File: src/rtl/mig_eval_sequencer_if.sv
// Bus bundle for the MIG sequencer: program port, run control and result/status.
// The master side programs nodes and starts runs; the slave side is the sequencer.
interface mig_eval_sequencer_if #(
  parameter int NUM_PI    = 4,
  parameter int MAX_NODES = 16,
  parameter int SEL_W     = 5
);
  localparam int AW = $clog2(MAX_NODES);
  localparam int NW = $clog2(MAX_NODES + 1);
  localparam int PW = 3 * (SEL_W + 1);

  logic              prog_we;
  logic [AW-1:0]     prog_addr;
  logic [PW-1:0]     prog_data;
  logic [NW-1:0]     num_nodes;
  logic              start;
  logic [NUM_PI-1:0] pi;
  logic [SEL_W:0]    po_sel;
  logic              busy;
  logic              done;
  logic              po;
  logic              err;

  modport master (
    output prog_we, prog_addr, prog_data, num_nodes, start, pi, po_sel,
    input  busy, done, po, err
  );

  modport slave (
    input  prog_we, prog_addr, prog_data, num_nodes, start, pi, po_sel,
    output busy, done, po, err
  );
endinterface

File: src/rtl/mig_eval_sequencer.sv
// Sequential MIG evaluator: one shared MAJ3 with per-operand inversion walks a
// programmed node list, one node per clock, and registers the selected node as po.
module mig_eval_sequencer #(
  parameter int NUM_PI    = 4,
  parameter int MAX_NODES = 16,
  parameter int SEL_W     = 5
) (
  input  logic                  clk,
  input  logic                  rst,
  mig_eval_sequencer_if.slave   bus
);
  localparam int AW  = $clog2(MAX_NODES);
  localparam int NW  = $clog2(MAX_NODES + 1);
  localparam int PW  = 3 * (SEL_W + 1);
  localparam int PIW = (NUM_PI > 1) ? $clog2(NUM_PI) : 1;

  localparam logic [1:0] ST_IDLE = 2'd0;
  localparam logic [1:0] ST_EVAL = 2'd1;
  localparam logic [1:0] ST_DONE = 2'd2;

  logic [1:0]           state;
  logic [PW-1:0]        mem [MAX_NODES];
  logic [NUM_PI-1:0]    pi_q;
  logic [NW-1:0]        n_q;
  logic [SEL_W:0]       po_sel_q;
  logic [NW-1:0]        cnt;
  logic [MAX_NODES-1:0] val;
  logic [MAX_NODES-1:0] val_nxt;
  logic                 po_q;
  logic                 err_q;

  // Returns {fault, value}; a faulting source reads as 0 before inversion.
  // Node references are legal only below 'limit' (the current node or node count).
  function automatic logic [1:0] read_src(input logic [SEL_W-1:0]     sel,
                                          input logic [NUM_PI-1:0]    piv,
                                          input logic [MAX_NODES-1:0] vals,
                                          input logic [NW-1:0]        limit);
    logic [1:0] r;
    r = 2'b00;
    if (sel == '0)
      r = 2'b00;
    else if (int'(sel) <= NUM_PI)
      r = {1'b0, piv[PIW'(sel - SEL_W'(1))]};
    else if (int'(sel) > NUM_PI + MAX_NODES)
      r = 2'b10;
    else if (int'(sel) - NUM_PI - 1 >= int'(limit))
      r = 2'b10;
    else
      r = {1'b0, vals[AW'(sel - SEL_W'(NUM_PI + 1))]};
    return r;
  endfunction

  logic [PW-1:0] instr;
  logic [1:0]    ra, rb, rc, rp;
  logic          opa, opb, opc, maj;
  logic          last, fault_node, clamp;
  logic [NW-1:0] n_in;

  assign instr = mem[cnt[AW-1:0]];
  assign ra    = read_src(instr[0 +: SEL_W],               pi_q, val, cnt);
  assign rb    = read_src(instr[(SEL_W+1) +: SEL_W],       pi_q, val, cnt);
  assign rc    = read_src(instr[2*(SEL_W+1) +: SEL_W],     pi_q, val, cnt);
  assign opa   = ra[0] ^ instr[SEL_W];
  assign opb   = rb[0] ^ instr[2*SEL_W+1];
  assign opc   = rc[0] ^ instr[3*SEL_W+2];
  assign maj   = (opa & opb) | (opa & opc) | (opb & opc);

  // An empty program still spends one EVAL cycle, writing nothing.
  assign last       = (n_q == '0) || (cnt == n_q - NW'(1));
  assign fault_node = (n_q != '0) && (ra[1] | rb[1] | rc[1]);

  always_comb begin
    val_nxt = val;
    if (n_q != '0) val_nxt[cnt[AW-1:0]] = maj;
  end

  // po is resolved against the node values including the one written this cycle.
  assign rp    = read_src(po_sel_q[SEL_W-1:0], pi_q, val_nxt, n_q);
  assign clamp = (bus.num_nodes > NW'(MAX_NODES));
  assign n_in  = clamp ? NW'(MAX_NODES) : bus.num_nodes;

  always_ff @(posedge clk) begin
    if (bus.prog_we && state == ST_IDLE) mem[bus.prog_addr] <= bus.prog_data;
  end

  always_ff @(posedge clk or posedge rst) begin
    if (rst) begin
      state    <= ST_IDLE;
      pi_q     <= '0;
      n_q      <= '0;
      po_sel_q <= '0;
      cnt      <= '0;
      val      <= '0;
      po_q     <= 1'b0;
      err_q    <= 1'b0;
    end else begin
      case (state)
        ST_IDLE: begin
          if (bus.start) begin
            pi_q     <= bus.pi;
            n_q      <= n_in;
            po_sel_q <= bus.po_sel;
            cnt      <= '0;
            val      <= '0;
            err_q    <= clamp;
            state    <= ST_EVAL;
          end
        end
        ST_EVAL: begin
          val <= val_nxt;
          if (last) begin
            err_q <= err_q | fault_node | rp[1];
            po_q  <= rp[0] ^ po_sel_q[SEL_W];
            state <= ST_DONE;
          end else begin
            err_q <= err_q | fault_node;
            cnt   <= cnt + NW'(1);
          end
        end
        ST_DONE: state <= ST_IDLE;
        default: state <= ST_IDLE;
      endcase
    end
  end

  assign bus.busy = (state != ST_IDLE);
  assign bus.done = (state == ST_DONE);
  assign bus.po   = po_q;
  assign bus.err  = err_q;
endmodule

File: src/flat_wrapper.sv
// flat-port wrapper written by rule: the top's interface ports become plain ports
module mig_eval_sequencer_flat 
#(
  parameter int NUM_PI    = 4,
  parameter int MAX_NODES = 16,
  parameter int SEL_W     = 5
)
  (clk, rst, bus_prog_we, bus_prog_addr, bus_prog_data, bus_num_nodes, bus_start, bus_pi, bus_po_sel, bus_busy, bus_done, bus_po, bus_err);
  mig_eval_sequencer_if #(.NUM_PI(NUM_PI), .MAX_NODES(MAX_NODES), .SEL_W(SEL_W)) bus_i ();
  input  logic clk;
  input  logic rst;
  input wire logic [$bits(bus_i.prog_we)-1:0] bus_prog_we;
  input wire logic [$bits(bus_i.prog_addr)-1:0] bus_prog_addr;
  input wire logic [$bits(bus_i.prog_data)-1:0] bus_prog_data;
  input wire logic [$bits(bus_i.num_nodes)-1:0] bus_num_nodes;
  input wire logic [$bits(bus_i.start)-1:0] bus_start;
  input wire logic [$bits(bus_i.pi)-1:0] bus_pi;
  input wire logic [$bits(bus_i.po_sel)-1:0] bus_po_sel;
  output wire logic [$bits(bus_i.busy)-1:0] bus_busy;
  output wire logic [$bits(bus_i.done)-1:0] bus_done;
  output wire logic [$bits(bus_i.po)-1:0] bus_po;
  output wire logic [$bits(bus_i.err)-1:0] bus_err;
  assign bus_i.prog_we = bus_prog_we;
  assign bus_i.prog_addr = bus_prog_addr;
  assign bus_i.prog_data = bus_prog_data;
  assign bus_i.num_nodes = bus_num_nodes;
  assign bus_i.start = bus_start;
  assign bus_i.pi = bus_pi;
  assign bus_i.po_sel = bus_po_sel;
  assign bus_busy = bus_i.busy;
  assign bus_done = bus_i.done;
  assign bus_po = bus_i.po;
  assign bus_err = bus_i.err;
  mig_eval_sequencer #(.NUM_PI(NUM_PI), .MAX_NODES(MAX_NODES), .SEL_W(SEL_W)) u_core (.clk(clk), .rst(rst), .bus(bus_i));
endmodule
File: config.mk
export PLATFORM = sky130hd
export DESIGN_NAME = mig_eval_sequencer_flat
export DESIGN_NICKNAME = d
export VERILOG_FILES = /design/src/rtl/mig_eval_sequencer_if.sv /design/src/rtl/mig_eval_sequencer.sv /design/src/flat_wrapper.sv
export SDC_FILE = /design/constraint.sdc
export NUM_CORES = 1
export LEC_CHECK = 0
export BUFFER_PORTS_ARGS = -buffer_cell sky130_fd_sc_hd__buf_4
export CAP_MARGIN = 20
export CORE_MARGIN = 4
export CORE_UTILIZATION = 42
export CTS_CLUSTER_SIZE = 10
export DETAILED_ROUTE_END_ITERATION = 6
export PLACE_DENSITY_LB_ADDON = 0.15
export SETUP_SLACK_MARGIN = 0.5
export SLEW_MARGIN = 20
export SYNTH_ARGS = -nofsm -noshare
export SYNTH_HDL_FRONTEND = slang
export SYNTH_SLANG_ARGS = --single-unit
File: constraint.sdc
create_clock -name clk -period 6.65 [get_ports clk]
set_input_delay 1.995 -clock clk [delete_from_list [all_inputs] [get_ports clk]]
set_output_delay 1.995 -clock clk [all_outputs]
set_load 0.1 [all_outputs]
==> impl_metrics.yaml <==
global_routing:
  grt_pass1_wl_um: 63470
  grt_pass1_vias: 9919
  grt_max_degree: 38
  antenna_found_initial: 0
  grt.overflow.total: 0
  gr-usage-all-layers_pct: 20.28
placement:
  place.gp.congestion: 0.8568
  io_buffer_count: 44
  hpwl_um: 27200
  dpl-instance-area_mm2: 0.01761
setup_path:
  rr_endpoint: "u_core.bus.po"
  r2r_cells: 25
  ff2ff_setup_slack_ns: 0.65
  r2r-start: "u_core.cnt[0]"
  critPathKind: "flip-flop to flip-flop"
  crit_path_end_kind: "flip-flop"
  startpoint_type: "flip-flop"
  critPathRequiredTime_ns: 7.07
  slowest_delay_ns: 0.53
  crit_fanout: 8
  cpMaxStageDelayCell: "or4b_4"
  cp.arrival_ns: 6.42
final_layout:
  antennaDiodeCount: 0
  stdcell_area_mm2: 0.01929
  fin_util_pct: 50.75
  areaGrowthSynthToFinish_pct: 18.08
  drive_gt1_share_pct: 28.35
  fillers: 3250
  fin_nets: 1366
sta:
  holdWs_ns: 0.5179
  fmax_ghz: 0.1666
  maxSlewViolCount: 0
  skew_ns: 0.02091
  hold_viol_final: 0
  post-route-period-util_pct: 90.27
  tightest_slew_ns: 1.063
  rsz0062_at_grt: "false"
  setup_violations: 0
  fin_tns_setup_ns: 0
  slew-limit-headroom_pct: 29.12
  fin_crit_ns: 6.003
die:
  initial_core_util_pct: 42.98
  fp.dieArea_mm2: 0.04213
  boundaryPins: 45
  core_mm2: 0.03802
  die_h_um: 205.2
  rows: 71
  die_w_um: 205.2
logic_synthesis:
  synth_fa_ha_area_share_pct: 6.585
  synthesis.nets: 1233
  synthArstFlopShare_pct: 12.20
  yosys_warnings: 0
  synth_top_family_by_area: "multiplexers"
  synthSimpleGateAreaFrac_pct: 9.005
  synth_edf_count: 288
  ys_ff_latch: 328
  ys_top_cells_by_count: "288 x edfxtp_1, 89 x mux4_2, 86 x ha_1"
  synth_xor_area_share_pct: 1.340
  synth_area_mm2: 0.01634
  syn_avg_cell_area_um2: 14.77
  synth_ff_type: "edfxtp_1"
  synthMuxAreaShare_pct: 13.98
  yosys-top-cells-area: "edfxtp_1 53%, mux4_2 12%, ha_1 6.6%"
  syn_inst: 1106
  seq_area_frac_synth_pct: 59.05
  synth_compound_area_share_pct: 7.588
  yosys.area.top_type_share_pct: 52.92
  synth_top_area_cell: "edfxtp_1"
  synth_most_common_cell: "edfxtp_1"
  synthDistinctLibCells: 78
route:
  finalWirelength_um: 43070
  drt-pass1-iter-count: 5
  wl_per_cell_um: 24.53
  routed_via_density: 5.779
  drtAntennaViolNets: 0
  route.vias.total: 10150
  drc_errors: 0
  first_iter_violations: 758
clocking:
  clock_sinks: 328
  cts-htree-levels: 2
  cts_made_buffers: 40
  cts_tree: "built"
  clk_path_buf_depth: 3
  clk_latency_ns: 0.55
  cts.clk_slew.worst_paths_ns: 0.05
  cts_root_buf: "clkbuf_16"
min_path:
  worstHoldStart: "u_core.bus.po"
  holdPathStages: 1
  hp-class: "flip-flop to flip-flop"
  hold_end: "u_core.bus.po"
power_and_ir_drop:
  power_density_mw_per_mm2: 521.7
  ir_drop_mv: 0.2142
  p_leak_nw: 6.763
run:
  max_cap_violations: 0
status:
  run_status: "finished clean"
[stage by stage]
stage          power [mW]  std cells  setup slack, ns
3_3_place_gp        7.489       1678         -0.02503
5_1_grt             10.75       1756           0.4379
3_5_place_dp        7.557       1678          -0.2244
6_report            10.07       1756           0.6468
2_1_floorplan       6.234       1106           0.5154
4_1_cts             9.718       1736           0.5020
[area by class of cell]
cell class	instances	area (um^2)	share of cell area, %
timing repair buffer	133	1115	5.778
clock inverter	5	113.9	0.5901
sequential	328	9662	50.07
inverter	48	190.2	0.9857
tap	511	639.4	3.314
clock buffer	43	1022	5.298
multi-input combinational	688	6553	33.96
[registers in the layout, summed over array words and instances (netlist names)]
| name | flops |
|---|---|
| u_core.state | 2 |
| u_core.bus.po | 1 |
| u_core.pi_q | 4 |
| u_core.cnt | 5 |
| u_core.mem | 288 |
| u_core.val | 16 |
| u_core.bus.err | 1 |
| u_core.n_q | 5 |
| u_core.po_sel_q | 6 |
[kinds of logic after synthesis]
group | count (synthesis)
XOR/XNOR | 25
buffers and inverters | 90
AND/OR/NAND/NOR | 289
flip-flops | 328
adder cells (fa/ha/maj) | 86
multiplexers | 115
AO/OA/AOI/OAI | 173
[per-layer routing]
metal / wire length, um / GRT usage [%]
met3: 1919 / 2.758
met2: 21280 / 33.77
met1: 19100 / 28.69
met5: 0 / 0
met4: 778 / 4.641
[worst max-delay path: cells and delay by family (launching register included)]
family | cells | cell delay, ns
compound gates | 6 | 1.40
xor+xnor | 1 | 0.10
fa+ha+maj | 2 | 0.38
buf+inv | 5 | 0.54
flops | 1 | 0.51
mux | 2 | 0.68
simple gates | 9 | 2.28
[worst max path at each step]
stage	to	startpoint	depth (start not counted)	slack [ns]
2_1_floorplan	u_core.bus.po	u_core.cnt[1]	29	0.52
3_3_place_gp	u_core.val[9]	u_core.cnt[0]	19	-0.03
3_5_place_dp	u_core.val[7]	u_core.cnt[0]	19	-0.22
4_1_cts	u_core.bus.po	u_core.cnt[0]	21	0.50
5_1_grt	u_core.bus.po	u_core.cnt[0]	25	0.44
6_report	u_core.bus.po	u_core.cnt[0]	25	0.65
[layout by cell type (no fill, tap or decap), types with 15 or more instances in the layout]
| cell type | instances |
|---|---|
| edfxtp_1 | 288 |
| buf_4 | 118 |
| mux4_2 | 89 |
| ha_1 | 80 |
| nand2_1 | 75 |
| nor2_1 | 51 |
| o21ai_0 | 47 |
| clkbuf_16 | 40 |
| inv_1 | 36 |
| dfrtp_1 | 36 |
| a22o_1 | 24 |
| nand4_1 | 20 |
| mux2i_1 | 17 |
| xnor2_1 | 17 |
| nor3_1 | 16 |
| nor2b_1 | 15 |
| nor2_2 | 15 |
[power by group]
part	leakage [nW]	total (mW)	switching (mW)	internal [mW]
combinational	3.10	5.60	3.11	2.49
clock	0.549	1.96	0.792	1.16
sequential	3.11	2.51	0.144	2.36
total	6.76	10.1	4.04	6.02
[what timing repair did]
item                                    CTS  global route
endpoints found under the setup margin   17            17
hold buffers                              0             0
resized for setup                        10            50
buffers inserted                         10            20
pin swaps                                 2            20
Note: power is estimated with default switching activity, not from simulation.
